File: src/rtl/pong_ball_ctrl.sv
// pong_ball_ctrl: ball motion, paddle/wall bounces, miss detection and rally scoring
module pong_ball_ctrl #(
    parameter int H_MAX       = 639,
    parameter int V_MAX       = 479,
    parameter int BALL_SIZE   = 8,
    parameter int PADDLE_H    = 64,
    parameter int PADDLE_W    = 8,
    parameter int PADDLE_XL   = 16,
    parameter int PADDLE_XR   = 616,
    parameter int WIN_SCORE   = 7,
    parameter int SERVE_TICKS = 60
) (
    input  logic       clk,
    input  logic       rst_n,
    input  logic       tick,
    input  logic       start,
    input  logic [9:0] paddle_l_y,
    input  logic [9:0] paddle_r_y,
    output logic [9:0] ball_x,
    output logic [9:0] ball_y,
    output logic [2:0] score_l,
    output logic [2:0] score_r,
    output logic       point_l,
    output logic       point_r,
    output logic       game_over,
    output logic [2:0] state
);
    typedef enum logic [2:0] {IDLE = 3'd0, SERVE = 3'd1, PLAY = 3'd2, SCORED = 3'd3, OVER = 3'd4} state_t;
    localparam int CW = $clog2(SERVE_TICKS + 1);
    localparam logic [9:0] CX     = 10'((H_MAX + 1 - BALL_SIZE) / 2);
    localparam logic [9:0] CY     = 10'((V_MAX + 1 - BALL_SIZE) / 2);
    localparam logic [9:0] X_MAX  = 10'(H_MAX + 1 - BALL_SIZE);
    localparam logic [9:0] Y_MAX  = 10'(V_MAX + 1 - BALL_SIZE);
    localparam logic [9:0] X_LHIT = 10'(PADDLE_XL + PADDLE_W);
    localparam logic [9:0] X_RHIT = 10'(PADDLE_XR - BALL_SIZE);
    localparam logic [2:0] WIN    = 3'(WIN_SCORE);
    state_t st, st_n;
    logic [CW-1:0] cnt, cnt_n;
    logic [9:0] x_n, y_n;
    logic [2:0] sl_n, sr_n;
    logic dx, dx_n, dy, dy_n, pl_n, pr_n;
    logic hit_l, hit_r;
    assign state = st;
    // paddle overlap uses 11-bit sums so paddles near the bottom of the range cannot wrap
    assign hit_l = ({1'b0, ball_y} + 11'(BALL_SIZE) > {1'b0, paddle_l_y}) &&
                   ({1'b0, ball_y} < {1'b0, paddle_l_y} + 11'(PADDLE_H));
    assign hit_r = ({1'b0, ball_y} + 11'(BALL_SIZE) > {1'b0, paddle_r_y}) &&
                   ({1'b0, ball_y} < {1'b0, paddle_r_y} + 11'(PADDLE_H));
    // next-state and next-output computation; dx=1 means right, dy=1 means down
    always_comb begin
        st_n  = st;
        cnt_n = cnt;
        x_n   = ball_x;
        y_n   = ball_y;
        dx_n  = dx;
        dy_n  = dy;
        sl_n  = score_l;
        sr_n  = score_r;
        pl_n  = 1'b0;
        pr_n  = 1'b0;
        case (st)
            IDLE, OVER: begin
                if (start) begin
                    st_n  = SERVE;
                    cnt_n = '0;
                    x_n   = CX;
                    y_n   = CY;
                    dx_n  = 1'b1;
                    dy_n  = 1'b1;
                    sl_n  = '0;
                    sr_n  = '0;
                end
            end
            SERVE: begin
                if (tick) begin
                    cnt_n = cnt + CW'(1);
                    st_n  = (cnt_n == CW'(SERVE_TICKS)) ? PLAY : SERVE;
                end
            end
            PLAY: begin
                if (tick) begin
                    if (!dy && ball_y == 10'd0) begin
                        dy_n = 1'b1;
                        y_n  = 10'd1;
                    end else if (dy && ball_y == Y_MAX) begin
                        dy_n = 1'b0;
                        y_n  = Y_MAX - 10'd1;
                    end else begin
                        y_n = dy ? ball_y + 10'd1 : ball_y - 10'd1;
                    end
                    if (!dx && ball_x == X_LHIT && hit_l) begin
                        dx_n = 1'b1;
                        x_n  = X_LHIT + 10'd1;
                    end else if (dx && ball_x == X_RHIT && hit_r) begin
                        dx_n = 1'b0;
                        x_n  = X_RHIT - 10'd1;
                    end else if (!dx && ball_x == 10'd0) begin
                        sr_n = (score_r == 3'd7) ? 3'd7 : score_r + 3'd1;
                        pr_n = 1'b1;
                        st_n = SCORED;
                        y_n  = ball_y;
                        dy_n = dy;
                    end else if (dx && ball_x == X_MAX) begin
                        sl_n = (score_l == 3'd7) ? 3'd7 : score_l + 3'd1;
                        pl_n = 1'b1;
                        st_n = SCORED;
                        y_n  = ball_y;
                        dy_n = dy;
                    end else begin
                        x_n = dx ? ball_x + 10'd1 : ball_x - 10'd1;
                    end
                end
            end
            SCORED: begin
                if (score_l == WIN || score_r == WIN) begin
                    st_n = OVER;
                end else begin
                    st_n  = SERVE;
                    cnt_n = '0;
                    x_n   = CX;
                    y_n   = CY;
                    dy_n  = 1'b1;
                    dx_n  = point_l;
                end
            end
            default: st_n = IDLE;
        endcase
    end
    // state and output registers, cleared asynchronously by rst_n
    always_ff @(posedge clk or negedge rst_n) begin
        if (!rst_n) begin
            st        <= IDLE;
            cnt       <= '0;
            ball_x    <= CX;
            ball_y    <= CY;
            dx        <= 1'b1;
            dy        <= 1'b1;
            score_l   <= '0;
            score_r   <= '0;
            point_l   <= 1'b0;
            point_r   <= 1'b0;
            game_over <= 1'b0;
        end else begin
            st        <= st_n;
            cnt       <= cnt_n;
            ball_x    <= x_n;
            ball_y    <= y_n;
            dx        <= dx_n;
            dy        <= dy_n;
            score_l   <= sl_n;
            score_r   <= sr_n;
            point_l   <= pl_n;
            point_r   <= pr_n;
            game_over <= (st_n == OVER);
        end
    end
endmodule

File: config.mk
export PLATFORM = sky130hd
export DESIGN_NAME = pong_ball_ctrl
export DESIGN_NICKNAME = d
export VERILOG_FILES = /design/src/rtl/pong_ball_ctrl.sv
export SDC_FILE = /design/constraint.sdc
export NUM_CORES = 1
export LEC_CHECK = 0
export BUFFER_PORTS_ARGS = -buffer_cell sky130_fd_sc_hd__buf_2
export CAP_MARGIN = 25
export CORE_MARGIN = 10
export CORE_UTILIZATION = 40
export DETAILED_ROUTE_END_ITERATION = 12
export GPL_TIMING_DRIVEN = 1
export SYNTH_ARGS = -nofsm -noshare
export SYNTH_HDL_FRONTEND = slang
export SYNTH_SLANG_ARGS = --single-unit
File: constraint.sdc
create_clock -name clk -period 3.6 [get_ports clk]
set_clock_uncertainty 0.05 [all_clocks]
set_input_delay 0.18 -clock clk [delete_from_list [all_inputs] [get_ports clk]]
set_output_delay 0.18 -clock clk [all_outputs]
set_load 0.005 [all_outputs]
# --- Word level (Yosys, flattened, before mapping) ---
# Index checks and enable logic that the tools add are counted.
totals:
  regBits: 40
  output_inout_bits: 32
  wordCells: 148
op_classes:
  n_mux: 74
  add_sub_neg: 10
  n_eq_ne: 24
  magnitude_cmp: 4
  n_reduce_logical: 25
op_table:
  columns: ["op", "count"]
  rows:
  - ["$mux W10", 18]
  - ["$mux W3", 20]
  - ["$pmux W10 S3", 2]
  - ["$mux W1", 24]
  - ["$add A10 B7 Y11 const B", 2]
  - ["$gt A11 B10 Y1", 2]
  - ["$lt A10 B11 Y1", 2]
  - ["$add A10 B1 Y10 const B", 2]
  - ["$eq A10 B10 Y1 const B", 2]
  - ["$logic_not A10 Y1", 2]
  - ["$sub A10 B1 Y10 const B", 2]
  - ["$mux W6", 3]
  - ["$ne A2 B2 Y1 const B", 9]
  - ["$pmux W6 S3", 1]
  - ["$eq A3 B3 Y1 const B", 4]
  - ["$pmux W3 S2", 2]
  - ["$pmux W3 S4", 1]
  - ["$reduce_and A6 Y1", 2]
  - ["$add A10 B4 Y11 const B", 1]
  - ["$eq A10 B5 Y1 const B", 1]
  - ["$eq A10 B9 Y1 const B", 1]
  - ["$logic_and A1 B1 Y1", 10]
  - ["$ne A4 B4 Y1 const B", 2]
  - ["$reduce_and A7 Y1", 1]
  - ["other kinds (16)", 21]

# --- Logic depth before layout (Yosys ltp) ---
# Gate-level depths: netlist of run 1.
logic_depth:
  depth_word: 10
  ltp_mapped: 12
  mapped_depth_nobuf: 12

# --- Least setup slack after synthesis of run 1 ---
# OpenSTA, ideal clock, no wires.
synth_path:
  kind: "flip-flop to flip-flop"
  from: "register ball_y[3]"
  to: "register st[0], in the netlist state[0]"
  slack_ns: 0.677
  t_arrival_ns: 2.769
  period_less_slack_ns: 2.923
  required_time_ns: 3.446
  path_buffers: 0
  setup_time_ns: 0.104
  stages_incl_launch_ff: 12
  path_cell_list: "dfstp_2 -> ha_1 -> nand3_1 -> nor2_1 -> xnor2_1 -> ha_1 -> nand3_1 -> a211oi_1 -> a2111o_1 -> a31oi_1 -> or2b_2 -> o311ai_1"
synth_via:
  elab_chain_cells: 8
  word_cells_on_any_way: 13
  cone_classes: "add/sub: 1; order compare: 4; mux: 4; reduce/logical: 4"
synth_lines:
  columns: ["element", "line_no", "source"]
  rows:
  - ["start: declaration", "20", "output logic [9:0] ball_y,"]
  - ["start signal: assignment", "147", "ball_y <= y_n;"]
  - ["$add A10 B4 Y11", "45, 47", null]
  - ["$gt A11 B10 Y1", "47", "assign hit_r = ({1'b0, ball_y} + 11'(BALL_SIZE) > {1'b0, paddle_r_y}) &&"]
  - ["$logic_and A1 B1 Y1", "47", null]
  - ["$logic_and A1 B1 Y1", "94", "end else if (dx && ball_x == X_RHIT && hit_r) begin"]
  - ["$mux W3", "94", null]
  - ["$mux W3 *", "91", "if (!dx && ball_x == X_LHIT && hit_l) begin"]
  - ["$mux W3 *", "81", "if (tick) begin"]
  - ["$pmux W3 S4 *", "61", "case (st)"]
  - ["net st_n[0]", "37", "state_t st, st_n;"]
  - ["end signal: assignment", "144", "st <= st_n;"]
  - ["end: declaration", "37", null]
# The timed path passes the listed nets; every way through them passes the cells marked *.
# A chain may end at the register's enable or synchronous reset.

# --- Worst setup path in the final report of run 1 ---
# Ends and elaborated chain as after synthesis.

==> results of run 1 <==
worst max-delay path, delay by kind of cell, from the launching register on:
| family | cells | cell delay, ps |
|---|---|---|
| AOI/OAI and AO/OA | 4 | 1010 |
| xor gates and xnor gates | 1 | 160 |
| adders and majority gates | 2 | 500 |
| DFF | 1 | 640 |
| and+or+nand+nor | 4 | 790 |
layout make-up:
cell class | instances | area (µm²) | share of cell area
clock buffers | 6 | 82.6 | 0.0193
clock inverters | 2 | 38.8 | 0.00905
inverters | 33 | 124 | 0.0289
multi-input cells | 361 | 2570 | 0.600
flip-flops and latches | 40 | 1020 | 0.237
well taps | 111 | 139 | 0.0324
repair buffers | 60 | 315 | 0.0736
registers in the layout, indices dropped and copies added, names as in the netlist:
| name | cells |
|---|---|
| ball_x | 10 |
| ball_y | 10 |
| cnt | 6 |
| dx | 1 |
| dy | 1 |
| game_over | 1 |
| point_l | 1 |
| point_r | 1 |
| score_l | 3 |
| score_r | 3 |
| state | 3 |
metal layers:
layer	wire, µm	vias up	part of all wire	global-route usage
li1	-	1744	-	-
met2	5090	74	0.49	0.269
met3	494	10	0.047	0.0267
met1	4780	1658	0.46	0.195
met5	0	-	0	0
met4	87	0	0.0083	0.0400
layout by cell type, fill, tap and decap left out, types with 5 or more instances in the layout:
master	Yosys	routed
o31ai_1	7	7
and3_1	5	5
nand3b_1	5	5
o21ai_0	22	22
ha_1	56	56
xnor2_1	16	16
buf_2	2	55
nand2_1	39	39
nor2_1	33	33
o21ai_1	15	15
a211oi_1	7	7
a21o_1	8	8
clkbuf_8	0	6
xor2_1	6	6
nand3_1	20	20
dfstp_2	12	12
a21oi_1	34	34
nor3_1	12	12
dfrtp_1	28	28
inv_1	32	32
how the worst min path moves through the flow:
stage,slack (ps),startpoint,endpoint
2_1_floorplan,-170,rst_n,ball_x[0]
3_3_place_gp,320,rst_n,score_l[0]
3_5_place_dp,330,rst_n,point_r
4_1_cts,110,start,state[0]
5_1_grt,130,start,state[0]
6_report,110,start,state[0]
cell families (layout without fill, tap and decap cells):
kind of cell	after synthesis	after routing	synth area share
and+or+nand+nor	142	142	0.186
AOI/OAI and AO/OA	134	134	0.236
adders and majority gates	58	58	0.199
DFF	40	40	0.273
buffers and inverters	39	101	0.0400
xor gates and xnor gates	22	22	0.0517
muxes	5	5	0.0148
report_power, final:
group / internal (mW) / total [mW] / switching (mW)
registers: 0.538 / 0.660 / 0.122
clock network: 0.227 / 0.398 / 0.171
logic: 0.380 / 0.845 / 0.465
total: 1.14 / 1.90 / 0.758
timing repair:
item	in CTS	in global routing
setup buffers	0	0
hold buffers	1	0
resized for setup	0	0
endpoints found under the hold margin	9	0
==> flow_summary_export.csv, run 1 <==
group,metric,value,unit
placement,dp_hpwl,8.33,mm
floorplan,die_height,117,µm
floorplan,rows,35,
logic_synthesis,ys_warn_count,0,
timing,setup_tns,0,ps
timing,slew_headroom,0.397,
timing,fmax,307,MHz
timing,hold_viol,0,
critical_path,worstPathRequired,3750,ps
timing,min_period_over_period,0.905,
layout,final_cells,613,
layout,antenna_cells,0,
logic_synthesis,yosys.area.top_type,"dfrtp_1",
floorplan,start_util,0.407,
flow_run,drv_cap,0,
layout,layout-drive-gt1-share,0.177,
grt,grt_pass1_vias,3477,
logic_synthesis,async_flop_share,1.00,
critical_path,cp_cell_sequence,"ha_1 -> nand3_1 -> nor2_1 -> xnor2_1 -> ha_1 -> nand3_1 -> a211oi_1 -> a2111o_1 -> a31oi_1 -> or2b_2 -> o311ai_1",
layout,final_area,4290,µm²
clock_network,cts_made_buffers,5,
critical_path,start_kind,"flop",
timing,grt_setup_unrepaired,"false",
critical_path,endpoint_kind,"flop",
logic_synthesis,synth_edf_count,0,
logic_synthesis,yosysMostFrequentCell,"ha_1",
logic_synthesis,yosysUniqueCellTypes,62,
clock_network,root_buffer,"clkbuf_8",
grt,grt_pass1_wl,17.1,mm
placement,place_ws,406,ps
route,drc,0,
route,detail_route.first_pass.iterations,4,
layout,final_nets,583,
outcome,outcome,"finished clean",
grt,grt_max_degree,41,
timing,setup_ws,342,ps
clock_network,clk_pin_slew,80,ps
placement,dp.cells,604,
clock_network,clk_path_buf_depth,2,
critical_path,crit_type,"flop to flop",
critical_path,critPathArrivalTime,3410,ps
floorplan,die_width,117,µm
timing,worst_hold_slack,114,ps
critical_path,startpoint,"ball_y[3]",
critical_path,cp_slowest_cell,"dfstp_2",
power,p_per_area,444,nW/µm²
critical_path,cp_max_fo,9,
floorplan,die-area,13600,µm²
grt,antenna_found_initial,0,
route,wire_per_inst,17.0,µm
floorplan,core,9150,µm²
layout,utilization,0.468,
clock_network,clock_sinks,40,
power,p_leak,2.07,nW
logic_synthesis,synth.avg_cell_area,8.47,µm²
logic_synthesis,syn_nets,522,
layout,area_growth,15.0,%
floorplan,num_io_pins,56,
logic_synthesis,synth_common_cells,"ha_1 (56), nand2_1 (39), a21oi_1 (34), nor2_1 (33), inv_1 (32)",
route,drt-total-wl,10.5,mm
critical_path,crit_end,"state[0]",
route,postRouteAntennaNets,0,
route,vias,3486,
grt,overflow,0,
worst_hold_path,hold_class,"input pin to flop",
power,finalPower,1.90,mW
timing,final_max_slew_viol_count,0,
logic_synthesis,synthFlopType,"dfrtp_1",
placement,routabilityCongestion,0.898,
logic_synthesis,synth.area.top_cells,"dfrtp_1 (19%), ha_1 (19%), dfstp_2 (8.5%)",
logic_synthesis,ys_ff_latch,40,
critical_path,worst-r2r-setup-slack,340,ps
critical_path,r2r-start,"ball_y[3]",
clock_network,tritoncts,"done",
worst_hold_path,whs_path_depth,3,
critical_path,r2r_end,"state[0]",
power,ir_worst_vdd,0.243,mV
critical_path,worstRegToRegCells,11,
logic_synthesis,syn_area,3730,µm²
route,drt-initial-drc-count,152,
logic_synthesis,synthCells,440,
critical_path,max_stage_delay,640,ps
route,avgViaCountPerCell,5.69,
grt,track_usage,0.156,
clock_network,htreeDepth,2,
timing,setup_viol,0,
logic_synthesis,seq_area_frac_synth,0.273,
placement,dpl-instance-area,4150,µm²
clock_network,insertion_delay,300,ps
timing,worst_pin_slew,905,ps
layout,fill_cells,893,
timing,finalCriticalPeriod,3260,ps
logic_synthesis,synth_top_area_frac,0.188,
placement,io_buffers,55,
No activity file was read; power rests on OpenSTA's default activity.
==> run 2, diff against run 1 <==
--- a/config.mk
+++ b/config.mk
@@ -7,10 +7,12 @@
 export LEC_CHECK = 0
 export BUFFER_PORTS_ARGS = -buffer_cell sky130_fd_sc_hd__buf_2
 export CAP_MARGIN = 25
+export CORE_ASPECT_RATIO = 1.25
 export CORE_MARGIN = 10
 export CORE_UTILIZATION = 40
 export DETAILED_ROUTE_END_ITERATION = 12
 export GPL_TIMING_DRIVEN = 1
+export SKIP_LAST_GASP = 1
 export SYNTH_ARGS = -nofsm -noshare
 export SYNTH_HDL_FRONTEND = slang
 export SYNTH_SLANG_ARGS = --single-unit
==> flow_summary_export.csv, run 2 (synthesis gave the netlist of run 1 again) <==
group,metric,value,unit
outcome,outcome,"complete, but fails checks",
clock_network,root_buffer,"clkbuf_16",
grt,grt_pass1_vias,3531,
clock_network,cts_hold_buf,0,
timing,slew_headroom,0.390,
layout,final_area,4320,µm²
power,pwr-share-comb,0.425,
floorplan,die_width,106,µm
critical_path,endpoint_kind,"flop",
critical_path,critPathArrivalTime,3430,ps
clock_network,clock_sinks,40,
critical_path,start_kind,"flop",
grt,track_usage,0.152,
floorplan,core,9130,µm²
grt,antenna_found_initial,0,
timing,setup_tns,0,ps
critical_path,worstPathRequired,3730,ps
route,drt-initial-drc-count,150,
timing,fmax,303,MHz
power,pwr-share-seq,0.326,
layout,final_nets,580,
route,wire_per_inst,16.9,µm
power,intPower,1.24,mW
floorplan,die-area,13600,µm²
timing,hold_viol,28,
placement,place_ws,288,ps
clock_network,cts_made_buffers,5,
timing,setup_ws,301,ps
timing,grt_setup_unrepaired,"false",
layout,layout-drive-gt1-share,0.172,
floorplan,rows,39,
power,p_clk_frac,0.249,
outcome,violations,"negative hold slack",
grt,grt_pass1_wl,17.1,mm
floorplan,die_height,128,µm
route,detail_route.first_pass.iterations,4,
placement,io_buffers,55,
clock_network,clk_path_buf_depth,2,
power,p_per_area,467,nW/µm²
timing,setup_viol,0,
critical_path,cp_cell_sequence,"ha_1 -> nand3_1 -> nor2_1 -> xnor2_1 -> ha_1 -> nand3_1 -> a211oi_1 -> a2111o_1 -> a31oi_1 -> or2b_2 -> o311ai_1",
clock_network,cts_resized,0,
critical_path,cp_slowest_cell,"dfstp_2",
layout,reg_top3,"ball_x (10), ball_y (10), cnt (6)",
floorplan,num_io_pins,56,
timing,final_max_slew_viol_count,0,
floorplan,start_util,0.408,
placement,dpl-instance-area,4150,µm²
critical_path,cp_top_family,"compound AO/OA/AOI/OAI gates",
clock_network,tritoncts,"done",
layout,layout_commonest_cell,"ha_1",
route,drc,0,
layout,layout_common_cells,"ha_1 (56), buf_2 (55), nand2_1 (39)",
layout,antenna_cells,0,
route,avgViaCountPerCell,5.56,
route,vias,3457,
route,drt-total-wl,10.5,mm
timing,worst_hold_slack,-18.8,ps
critical_path,crit_type,"flop to flop",
timing,worst_pin_slew,915,ps
clock_network,insertion_delay,280,ps
clock_network,htreeDepth,2,
grt,grt_max_degree,41,
power,p_leak,2.08,nW
worst_hold_path,hold_class,"input pin to async pin",
route,postRouteAntennaNets,0,
critical_path,cp_max_fo,9,
layout,area_growth,15.9,%
critical_path,crit_buf_inv,0,
flow_run,drv_cap,0,
power,swShare,0.383,
placement,dp_hpwl,8.45,mm
placement,routabilityCongestion,0.915,
critical_path,max_stage_delay,620,ps
power,ir_worst_vdd,0.234,mV
timing,finalCriticalPeriod,3300,ps
power,p_sw,773,µW
grt,overflow,0,
clock_network,clk_pin_slew,60,ps
clock_network,cts_setup_buffers,0,
timing,min_period_over_period,0.916,
[run 2: worst register-to-register path, stage by stage, from the launching register on]
cell      delay, ps
dfstp_2         620
ha_1            210
nand3_1         130
nor2_1          160
xnor2_1         190
ha_1            310
nand3_1         110
a211oi_1         60
a2111o_1        410
a31oi_1         260
or2b_2          390
o311ai_1        290
[run 2: final cells by class]
cell class	count	area [µm²]
clock buffer	6	129
clock inverter	2	35.0
fill	925	4810
inverter	33	124
multi-input combinational	361	2570
sequential	40	1020
tap	123	154
timing repair buffer	57	290
[run 2: power groups by stage]
| stage | sequential (mW) | combinational (mW) | clock (mW) |
|---|---|---|---|
| finish | 0.657 | 0.856 | 0.502 |
| global route | 0.672 | 0.971 | 0.531 |
| CTS | 0.657 | 0.862 | 0.507 |
| detailed placement | 0.664 | 0.855 | 0 |
| global placement | 0.662 | 0.840 | 0 |
| floorplan | 0.620 | 0.643 | 0 |
[run 2: path summary, 6_finish.rpt]
kind	startpoint	end	slack, ps	cells after the start
hold reg to reg	ball_x[3]	ball_x[3]	460	2
setup reg to reg	ball_y[3]	state[0]	300	11
hold / removal	rst_n	cnt[0]	-20	1
min in group clk	start	state[0]	130	3
setup / recovery	ball_y[3]	state[0]	300	11
max in group asynchronous	rst_n	ball_x[0]	2950	1
[run 2: per-stage QoR]
step,power (mW),hold WS [ps],util,cells
after global placement,1.50,303,0.455,614
after detailed placement,1.52,318,0.455,614
final,2.02,-18.8,0.473,622
after CTS,2.03,9.12,0.473,622
after global routing,2.17,47.8,0.473,622
after floorplan,1.26,-166,-,440
[run 2: metal layers]
layer  up-vias  global-route usage  share of wire
li1       1745                   -              -
met2        65               0.272           0.50
met3        11              0.0292          0.040
met1      1636               0.182           0.44
met4         0              0.0359          0.015
met5         -                   0              0
